===== config.mk =====
export PLATFORM = sky130hd
export DESIGN_NAME = link_pair_arbiter
export DESIGN_NICKNAME = d
export VERILOG_FILES = /design/src/rtl/link_pair_arbiter.sv
export SDC_FILE = /design/constraint.sdc
export NUM_CORES = 1
export LEC_CHECK = 0
export CAP_MARGIN = 20
export CORE_MARGIN = 10
export CORE_UTILIZATION = 38
export DETAILED_ROUTE_END_ITERATION = 8
export PLACE_DENSITY = 0.81
export SKIP_CTS_REPAIR_TIMING = 1
export SYNTH_ARGS = -nofsm -noshare
export SYNTH_HDL_FRONTEND = slang
export SYNTH_SLANG_ARGS = --single-unit

===== constraint.sdc =====
create_clock -name i_clk -period 1.6 [get_ports i_clk]
set_input_delay 0.32 -clock i_clk [delete_from_list [all_inputs] [get_ports i_clk]]
set_output_delay 0.32 -clock i_clk [all_outputs]
set_load 0.05 [all_outputs]

===== src/rtl/link_pair_arbiter.sv =====
// Round-robin arbiter sharing one registered link between clients A and B, tagging each beat with its source.
// Define LINK_PAIR_ARBITER_PACKET_LOCK_EN to hold the grant until the last beat of a multi-beat packet.
module link_pair_arbiter #(
    parameter int WIDTH = 8
) (
    input  logic             i_clk,
    input  logic             i_rst,
    input  logic             i_a_valid,
    output logic             o_a_ready,
    input  logic [WIDTH-1:0] i_a_data,
    input  logic             i_a_last,
    input  logic             i_b_valid,
    output logic             o_b_ready,
    input  logic [WIDTH-1:0] i_b_data,
    input  logic             i_b_last,
    output logic             o_link_valid,
    input  logic             i_link_ready,
    output logic [WIDTH-1:0] o_link_data,
    output logic             o_link_last,
    output logic             o_link_src
);

    typedef enum logic [1:0] {
        IDLE   = 2'd0,
        LOCK_A = 2'd1,
        LOCK_B = 2'd2
    } state_t;

    state_t state_q;
    state_t state_d;
    logic   rr_last_q;
    logic   load_ok;
    logic   grant_a;
    logic   grant_b;
    logic   a_xfer;
    logic   b_xfer;

    assign load_ok   = !o_link_valid || i_link_ready;
    assign o_a_ready = load_ok && grant_a && !i_rst;
    assign o_b_ready = load_ok && grant_b && !i_rst;
    assign a_xfer    = i_a_valid && o_a_ready;
    assign b_xfer    = i_b_valid && o_b_ready;

    always_comb begin
        // NOTE: every output of a combinational block gets a default first, so no path can infer a latch.
        grant_a = 1'b0;
        grant_b = 1'b0;
        case (state_q)
            LOCK_A: grant_a = 1'b1;
            LOCK_B: grant_b = 1'b1;
            default: begin
                // A lone requester wins; a tie (or no request) favours the client not served last.
                if (i_a_valid != i_b_valid) begin
                    grant_a = i_a_valid;
                    grant_b = i_b_valid;
                end else begin
                    grant_a = rr_last_q;
                    grant_b = !rr_last_q;
                end
            end
        endcase
    end

`ifdef LINK_PAIR_ARBITER_PACKET_LOCK_EN
    always_comb begin
        state_d = state_q;
        case (state_q)
            IDLE: begin
                if (a_xfer && !i_a_last) begin
                    state_d = LOCK_A;
                end else if (b_xfer && !i_b_last) begin
                    state_d = LOCK_B;
                end
            end
            LOCK_A:  if (a_xfer && i_a_last) state_d = IDLE;
            LOCK_B:  if (b_xfer && i_b_last) state_d = IDLE;
            default: state_d = IDLE;
        endcase
    end
`else
    always_comb begin
        state_d = IDLE;
    end
`endif

    always_ff @(posedge i_clk or posedge i_rst) begin
        // NOTE: non-blocking assignments for all registered state, so every flop samples pre-edge values.
        if (i_rst) begin
            state_q      <= IDLE;
            rr_last_q    <= 1'b1;
            o_link_valid <= 1'b0;
            o_link_data  <= '0;
            o_link_last  <= 1'b0;
            o_link_src   <= 1'b0;
        end else begin
            state_q <= state_d;
            if (a_xfer || b_xfer) begin
                rr_last_q <= b_xfer;
            end
            if (load_ok) begin
                o_link_valid <= a_xfer || b_xfer;
                if (b_xfer) begin
                    o_link_data <= i_b_data;
                    o_link_last <= i_b_last;
                    o_link_src  <= 1'b1;
                end else if (a_xfer) begin
                    o_link_data <= i_a_data;
                    o_link_last <= i_a_last;
                    o_link_src  <= 1'b0;
                end
            end
        end
    end

endmodule


==> results.yml <==
outcome:
  outcome: "finished with violations"
  violations: "negative setup slack"
setup_path:
  rr_endpoint: "o_link_data[2]$_DFFE_PP0P_"
  end_kind: "primary output"
  cp.required_ns: 1.28
  crit_family: "flip-flops"
  cp-startpoint: "rr_last_q$_DFFE_PP1P_"
  worst-r2r-setup-slack_ns: 0.16
  path_buf_inv: 1
  arrival_ns: 1.38
  worst_path_max_delay_cell: "dfstp_2"
  cp-start-kind: "flop"
  r2r_cells: 3
  cpPeakStageDelay_ns: 0.56
  rr_startpoint: "o_link_valid$_DFFE_PP0N_"
  criticalPathCategory: "flop to primary output"
  crit_chain: "maj3_2 > and3_4 > buf_12"
  path_max_fanout: 3
grt:
  grtUsageTotal: 0.125
  first_global_vias: 775
  grt_first_pass_wirelength_um: 3990
  grt_max_degree: 19
  antenna_found_initial: 0
  grt_overflow: 0
floorplan:
  dieHeight_um: 62.6
  start_util: 0.400
  num_rows: 15
  coreArea_mm2: 0.00173
  die-area_mm2: 0.00392
  ios: 36
  die_x_um: 62.6
final_layout:
  n_fill_cell: 130
  diodes: 0
  layout_common_cells: "24 x buf_4, 20 x clkdlybuf4s50_1, 18 x o31ai_1"
  layout.nets: 141
  area_growth_pct: 74.5
  final_area_mm2: 0.00120
  fin_cells: 142
  drive_gt1_frac: 0.368
  layout_commonest_cell: "buf_4"
sta:
  worstMarginPinSlew_ns: 0.293
  setup_viol: 2
  timing.final.ws_setup_ns: -0.101
  slew_headroom: 0.803
  fin_tns_setup_ns: -0.186
  period_share: 1.06
  hold_violations: 0
  clock_skew_ns: 0.00529
  slew_violations: 0
  rsz0062_at_grt: "true"
  fin_crit_ns: 1.70
  max_freq_mhz: 588
worst_hold_path:
  worstHoldEndpoint: "o_link_data[7]$_DFFE_PP0P_"
  min_path_type: "flop to flop"
  min_path_cells: 2
  hp-start: "o_link_data[7]$_DFFE_PP0P_"
cts:
  clk_path_buf_depth: 2
  h-tree-depth: 1
  clkTransAtPathRegs_ns: 0.08
  root_buffer: "clkbuf_4"
  numCtsBuffers: 3
  clock_latency_ns: 0.27
  cts.sinks: 12
  tritoncts: "built"
detailed_routing:
  num_vias: 748
  avgRoutedWirePerCell_um: 17.8
  drc_errors: 0
  detail_route.iter0.violations: 29
  drt_first_pass_iters: 4
  antenna_left: 0
  routed_via_density: 5.27
  postRouteWirelength_um: 2520
pwr:
  leakage_nw: 0.554
  power.internal_mw: 0.751
  switching_share: 0.394
  total_power_mw: 1.24
  p_seq_frac: 0.324
  pwr-share-clk: 0.192
  power.switching_mw: 0.489
  p_comb_frac: 0.483
  vdd_drop_max_uv: 979
  p_per_area_mw_per_mm2: 1030
place:
  post_dp_cell_area_mm2: 0.00115
  gp_congestion: 0.848
  dpl.cell_count: 137
  dp_slack_ns: -0.337
  numPortBuffers: 35
  hpwl_um: 1920
synthesis:
  postSynthCellCount: 69
  synth.net_count: 92
  synth_area_leaders: "dfrtp_1 40%, o31ai_1 20%, a31oi_1 8.2%"
  yosysWarnings: 0
  yosysTopAreaCellShare: 0.399
  syn_area_um2: 691
  avgSynthCellArea_um2: 10.0
  ys_seq_area_frac: 0.437
  synthDistinctLibCells: 20
  yosys.area.top_type: "dfrtp_1"
  ys_ff_latch: 12
job:
  cap_violations: 0
==> worst max path at each step <==
stage | end | slack [ns] | depth (start not counted)
6_report | o_a_ready | -0.10 | 3
3_5_place_dp | o_a_ready | -0.34 | 5
3_3_place_gp | o_a_ready | -0.31 | 5
2_1_floorplan | o_b_ready | 0.02 | 3
4_1_cts | o_a_ready | -0.35 | 5
5_1_grt | o_b_ready | -0.14 | 3
==> cells in the mapped netlist <==
| cell | count |
|---|---|
| buf_4 | 3 |
| dlymetal6s2s_1 | 1 |
| a21bo_2 | 1 |
| inv_1 | 2 |
| nor2_2 | 1 |
| nor2b_1 | 1 |
| maj3_1 | 1 |
| and3_1 | 1 |
| nor2_1 | 9 |
| nand2b_1 | 1 |
| dfstp_2 | 1 |
| buf_6 | 2 |
| a21o_2 | 2 |
| a21boi_2 | 1 |
| o31ai_1 | 18 |
| nor3_1 | 2 |
| dfrtp_1 | 11 |
| nand2_1 | 1 |
| or3_4 | 1 |
| a31oi_1 | 9 |
==> registers in the layout, indices dropped and copies added, names as in the netlist <==
signal        flops
o_link_data       8
o_link_last       1
o_link_src        1
o_link_valid      1
rr_last_q         1
==> logic make-up (layout without fill, tap and decap cells) <==
kind of cell	after synthesis	after routing	share of synthesized area
buf+inv	8	56	0.0942
compound gates	31	31	0.333
flops	12	12	0.437
fa+ha+maj	1	1	0.0145
simple gates	17	17	0.121
==> tightest hold or removal path, stage by stage (launching register included) <==
cell and delay, ns:
dfrtp_1 0.35, o31ai_1 0.07, o31ai_1 0.06
==> stage by stage <==
step	hold slack [ns]	utilization
floorplan	0.231	-
global placement	0.481	0.666
detailed placement	0.491	0.666
CTS	0.511	0.687
global route	0.541	0.698
finish	0.507	0.698
==> per-layer routing <==
layer | vias to the layer above | GRT usage | part of all wire
met2 | 32 | 0.201 | 0.53
met4 | 0 | 0.0307 | 0.011
met3 | 4 | 0.0556 | 0.061
li1 | 362 | - | -
met1 | 350 | 0.147 | 0.40
met5 | - | 0 | 0
==> power by group through the flow <==
| stage | Clock, mW | Sequential (mW) | Combinational [mW] |
|---|---|---|---|
| after global routing | 0.260 | 0.410 | 0.629 |
| after CTS | 0.245 | 0.404 | 0.590 |
| after detailed placement | 0 | 0.409 | 0.588 |
| final | 0.239 | 0.402 | 0.599 |
| after floorplan | 0 | 0.578 | 0.167 |
| after global placement | 0 | 0.405 | 0.578 |
==> area by class of cell <==
type / count / area [um^2] / area share
clock buffers: 4 / 36.3 / 0.0301
inverters: 2 / 7.51 / 0.00623
multi-input cells: 49 / 342 / 0.283
flip-flops and latches: 12 / 303 / 0.251
well taps: 25 / 31.3 / 0.0260
repair buffers: 50 / 485 / 0.403
No activity file was read; power rests on OpenSTA's default activity.
